==> src/rtl/unreg_pkg.sv <==
// Shared types and constants for the next-state capture stage and its change FIFO.
package unreg_pkg;

    localparam int          WIDTH_DEF   = 16;
    localparam logic [15:0] RST_VAL_DEF = 16'h0000;

    typedef enum logic {
        RUN   = 1'b0,
        FLUSH = 1'b1
    } fsm_e;

    // Pointer width for a power-of-two FIFO: address bits plus one wrap bit.
    function automatic int ptr_w(input int depth);
        return $clog2(depth) + 1;
    endfunction

endpackage

==> src/rtl/unreg_chg_fifo.sv <==
// Synchronous FIFO queuing state-change words; stores a parity bit per entry
// when UNREG_STATE_BUF_PARITY_EN is defined.
module unreg_chg_fifo
    import unreg_pkg::*;
#(
    parameter int WIDTH = WIDTH_DEF,
    parameter int DEPTH = 4
) (
    input  logic             clk,
    input  logic             rst,
    input  logic             push,
    input  logic [WIDTH-1:0] push_word,
`ifdef UNREG_STATE_BUF_PARITY_EN
    input  logic             push_par,
    output logic             head_par,
`endif
    input  logic             pop,
    output logic             full,
    output logic             empty,
    output logic [WIDTH-1:0] head_word
);

    localparam int PW = ptr_w(DEPTH);
    localparam int AW = PW - 1;

    logic [PW-1:0]    wr_ptr;
    logic [PW-1:0]    rd_ptr;
    logic [WIDTH-1:0] mem [DEPTH];
    logic             do_push;
    logic             do_pop;

    // Equal addresses with differing wrap bits means the writer lapped the reader.
    assign empty   = (wr_ptr == rd_ptr);
    assign full    = (wr_ptr[AW-1:0] == rd_ptr[AW-1:0]) && (wr_ptr[AW] != rd_ptr[AW]);
    assign do_push = push & ~full;
    assign do_pop  = pop & ~empty;

    always_ff @(posedge clk) begin
        if (rst) begin
            wr_ptr <= '0;
            rd_ptr <= '0;
        end else begin
            if (do_push) wr_ptr <= wr_ptr + 1'b1;
            if (do_pop)  rd_ptr <= rd_ptr + 1'b1;
        end
    end

    always_ff @(posedge clk) begin
        if (do_push) mem[wr_ptr[AW-1:0]] <= push_word;
    end

    assign head_word = mem[rd_ptr[AW-1:0]];

`ifdef UNREG_STATE_BUF_PARITY_EN
    logic mem_par [DEPTH];

    always_ff @(posedge clk) begin
        if (do_push) mem_par[wr_ptr[AW-1:0]] <= push_par;
    end

    assign head_par = mem_par[rd_ptr[AW-1:0]];
`endif

endmodule

==> src/rtl/unreg_state_buf.sv <==
// State register behind the next-state network, with change FIFO, saturating
// change counter and RUN/FLUSH drain control. Optional: UNREG_STATE_BUF_PARITY_EN.
module unreg_state_buf
    import unreg_pkg::*;
#(
    parameter int               WIDTH   = WIDTH_DEF,
    parameter int               DEPTH   = 4,
    parameter int               CNT_W   = 8,
    parameter logic [WIDTH-1:0] RST_VAL = WIDTH'(RST_VAL_DEF)
) (
    input  logic             pclk,
    input  logic             prst,
    input  logic             in_valid,
    output logic             in_ready,
    input  logic [WIDTH-1:0] in_word,
    input  logic             flush,
    output logic [WIDTH-1:0] state_q,
    output logic             out_valid,
    input  logic             out_ready,
    output logic [WIDTH-1:0] out_word,
    output logic [CNT_W-1:0] chg_cnt,
`ifdef UNREG_STATE_BUF_PARITY_EN
    output logic             out_par,
    output logic             par_err,
`endif
    output logic             busy
);

    fsm_e             fsm_q;
    fsm_e             fsm_d;
    logic             acc;
    logic             chg;
    logic             pop;
    logic             full;
    logic             empty;
    logic [WIDTH-1:0] head_word;

    function automatic logic [CNT_W-1:0] sat_inc(input logic [CNT_W-1:0] cnt);
        if (&cnt) return cnt;
        return cnt + {{(CNT_W-1){1'b0}}, 1'b1};
    endfunction

    // Change is judged against the state being replaced, not the incoming one.
    assign acc       = in_valid & in_ready;
    assign chg       = acc & (in_word != state_q);
    assign in_ready  = (fsm_q == RUN) & ~full;
    assign pop       = ~empty & out_ready;
    assign out_valid = ~empty;
    assign out_word  = empty ? '0 : head_word;
    assign busy      = (fsm_q == FLUSH);

    always_comb begin
        fsm_d = fsm_q;
        case (fsm_q)
            RUN:     if (flush) fsm_d = FLUSH;
            FLUSH:   if (empty) fsm_d = RUN;
            default: fsm_d = RUN;
        endcase
    end

    always_ff @(posedge pclk) begin
        if (prst) begin
            state_q <= RST_VAL;
            chg_cnt <= '0;
            fsm_q   <= RUN;
        end else begin
            if (acc) state_q <= in_word;
            if (chg) chg_cnt <= sat_inc(chg_cnt);
            fsm_q <= fsm_d;
        end
    end

`ifdef UNREG_STATE_BUF_PARITY_EN
    logic head_par;

    assign out_par = empty ? 1'b0 : head_par;

    always_ff @(posedge pclk) begin
        if (prst) par_err <= 1'b0;
        else      par_err <= out_valid & ((^out_word) != out_par);
    end
`endif

    unreg_chg_fifo #(
        .WIDTH (WIDTH),
        .DEPTH (DEPTH)
    ) u_fifo (
        .clk       (pclk),
        .rst       (prst),
        .push      (chg),
        .push_word (in_word),
`ifdef UNREG_STATE_BUF_PARITY_EN
        .push_par  (^in_word),
        .head_par  (head_par),
`endif
        .pop       (pop),
        .full      (full),
        .empty     (empty),
        .head_word (head_word)
    );

endmodule

==> config.mk <==
export PLATFORM = sky130hd
export DESIGN_NAME = unreg_state_buf
export DESIGN_NICKNAME = d
export VERILOG_FILES = /design/src/rtl/unreg_pkg.sv /design/src/rtl/unreg_chg_fifo.sv /design/src/rtl/unreg_state_buf.sv
export SDC_FILE = /design/constraint.sdc
export NUM_CORES = 1
export LEC_CHECK = 0
export CORE_MARGIN = 4
export CORE_UTILIZATION = 25
export CTS_BUF_LIST = sky130_fd_sc_hd__clkbuf_4
export CTS_CLUSTER_SIZE = 16
export DETAILED_ROUTE_END_ITERATION = 8
export DONT_BUFFER_PORTS = 1
export GPL_TIMING_DRIVEN = 1
export SYNTH_ARGS = -nofsm -noshare
export SYNTH_HDL_FRONTEND = slang
export SYNTH_SLANG_ARGS = --single-unit
==> constraint.sdc <==
create_clock -name pclk -period 2.75 [get_ports pclk]
set_clock_uncertainty 0.1 [all_clocks]
set_input_delay 0.825 -clock pclk [delete_from_list [all_inputs] [get_ports pclk]]
set_output_delay 0.825 -clock pclk [all_outputs]
set_load 0.02 [all_outputs]
==> results.txt <==
post-synthesis cell type with the largest combined area - edfxtp_1
All-Layer GR Usage - 0.09945
Post-Syn Area per Cell - 14.62 sq um
worst path arrival time - 1720 ps
cell-internal power - 2.190 mW
crit share post-route - 0.9635
FILL cells - 1615
post-synthesis mux area share - 0.1539
number of synthesized flops with an enable pin - 64
Hold Path Class - in2reg
Setup TNS - 0 ps
type of origin of the critical path - flip-flop
Vias/cell - 4.267
R2R Path Start - state_q[3]
Starting Density - 0.2559
nets@finish - 319
Setup CP Type - reg2out
ys async rst share - 0
largest cells by area after synthesis - edfxtp_1 (47%), dfxtp_1 (16%), mux4_2 (8.8%)
Sink Count - 97
sw frac - 0.3068
drt total wl - 8.530 mm
Fin. Hold Viols - 0
Slew HR - 0.6303
unrepaired setup endpoints after global routing - yes
# diodes - 0
Synth Net Count - 306
CP max FO - 6
crit-path max cell delay - 550 ps
Final ANT Viol Nets - 0
# H-tree levels - 3
Peak Freq - 377.4 MHz
clk root buf - clkbuf_4
sequential share of power - 0.549
synthesized cell area - 0.004080 sq mm
clock power share - 0.214
Final min period - 2650 ps
IO buf count - 0
DR iter-0 viols - 94
Skew-Pair Late Insertion Delay - 460 ps
vias - 2189
Buf+Inv Stages, Crit Path - 1
die height - 135.8 um
Worst-path clk slew - 140 ps
final setup vio count - 0
Yosys top cell area share - 0.4710
status - complete, no violations
antenna violations before repair - 0
# DRC - 0
most common cell after layout, fill and taps aside - edfxtp_1
XOR/XNOR share of the synthesized area - 0.04508
Worst-Margin Slew - 552.0 ps
Hold Path Sink - chg_cnt[3]
Yosys warnings - 0
vias in the first global route - 2305
post-synthesis simple-gate area fraction - 0.1122
Multi-input gate area - 0.001481 sq mm
routed len/inst - 16.63 um
Critical Path RT - 1830 ps
Hold Crit Depth - 1
prevailing post-synth register cell - edfxtp_1
VDD IR max - 0.1794 mV
fin area - 0.004599 sq mm
layout overhead on the synthesized area - 12.73%
net switching power - 0.9692 mW
TritonCTS Buffers - 9
compound-cell area share of the yosys netlist - 0.01901
min-delay src - prst
Crit. End Element - output pin
CTS Buffer Depth - 2
Detailed Routing Iterations Pass 1 - 4
most frequent cells in the layout - edfxtp_1 (64), nor2_1 (31), dfxtp_1 (30)
fin util - 0.2885
CP Cell Sequence - buf_6, mux4_2, and2_4
FF-to-FF path depth - 6
register area - 0.002586 sq mm
post-synth cell types - 35
family with the most delay on the worst path - multiplexers
max cap viols - 0
combinational power share - 0.237
I/O Pins - 64
Yosys reg bits - 97
Post-Syn Instances - 279
Hold Buf Count CTS - 0
critical path's slowest cell - mux4_2
TritonCTS clock tree - done
share of layout cells above drive strength 1 - 0.2593
cell area power density - 686.8 mW/mm^2
Core Area - 0.01594 sq mm
Detail Placement HPWL - 6.246 mm
reg-to-reg slack, setup - 470 ps
Leakage - 1.543 nW
Seq/Total Area, Yosys - 0.6329
die width - 135.8 um
largest net degree at the start of global routing - 41
largest family of logic cells by synthesized area - multiplexers
DIE AREA - 0.01843 sq mm
first-pass GRT wire length - 13.61 mm
total congestion overflow - 0
end of the worst register-to-register path - u_fifo.mem[0][3]
GPL Wtd Cong - 0.7596
Final Max Tran Viols - 0
post-synthesis adder-cell area fraction - 0.01840
placed cell area - 0.004398 sq mm
num rows - 46
layer usage:
layer  track usage  share of wire  vias up
met5             0              0        -
met2        0.1712           0.51       44
met3       0.04569          0.075       10
li1              -              -     1047
met4       0.02856          0.012        0
met1        0.1107           0.40     1088
through the flow:
step / instances / power (mW) / hold WS (ps) / setup WS, ps
2_1_floorplan: 279 / 2.294 / 398.1 / 96.84
3_3_place_gp: 496 / 2.437 / 414.9 / 243.1
3_5_place_dp: 496 / 2.452 / 431.4 / 203.0
4_1_cts: 512 / 3.179 / 281.0 / 18.14
5_1_grt: 513 / 3.344 / 245.4 / -9.312
6_report: 513 / 3.159 / 319.2 / 100.4
power by group through the flow:
stage / registers, mW / clock network, mW / logic (mW)
2_1_floorplan: 1.74 / 0 / 0.557
3_3_place_gp: 1.76 / 0 / 0.681
3_5_place_dp: 1.76 / 0 / 0.690
4_1_cts: 1.73 / 0.709 / 0.736
5_1_grt: 1.74 / 0.780 / 0.819
6_report: 1.73 / 0.676 / 0.750
worst max path at each step:
stage | start | end | cells after the start | slack (ps)
2_1_floorplan | in_valid | u_fifo.wr_ptr[2] | 5 | 100
3_3_place_gp | in_word[3] | u_fifo.mem[0][1] | 6 | 240
3_5_place_dp | in_word[3] | u_fifo.mem[0][0] | 6 | 200
4_1_cts | flip-flop | out_word[3] | 3 | 20
5_1_grt | flip-flop | out_word[14] | 3 | -9
6_report | flip-flop | out_word[3] | 3 | 100
flip-flops by register name, summed over array words and instances (netlist names), named ones only:
| register | flops |
|---|---|
| busy | 1 |
| chg_cnt | 8 |
| state_q | 16 |
| u_fifo.mem | 64 |
| u_fifo.rd_ptr | 3 |
| u_fifo.wr_ptr | 3 |
final cells by class:
cell class,instances,area share
Sequential cell,97,0.5623
Clock buffer,10,0.01632
Timing Repair Buffer,15,0.02884
Clock inverter,6,0.009249
Inverter,3,0.002448
Tap cell,216,0.05876
Multi-Input combinational cell,166,0.3221
cell families after synthesis:
group | count (synthesis)
AO/OA/AOI/OAI | 10
XOR/XNOR | 21
adder cells (fa/ha/maj) | 6
buffers and inverters | 16
flip-flops | 97
multiplexers | 42
AND/OR/NAND/NOR | 87
synthesized netlist by cell type (2+ instances only):
cell type,count
edfxtp_1,64
dfxtp_1,33
nor2_1,31
mux2i_1,20
and2_1,19
xnor2_1,18
mux4_2,16
clkbuf_1,8
ha_1,6
mux2_2,6
nand2_1,6
nand2b_1,5
nand4_1,5
nor2b_1,5
nand3_1,4
a21oi_1,3
buf_2,3
inv_1,3
o21ai_0,3
xor2_1,3
a31oi_1,2
nor3_1,2
or3_1,2
timing repair:
item	CTS	global route
resized for setup	24	11
buffers inserted	0	1
pin swaps	0	2
endpoints found under the setup margin	16	16
Power figures use the tool's default switching activity.
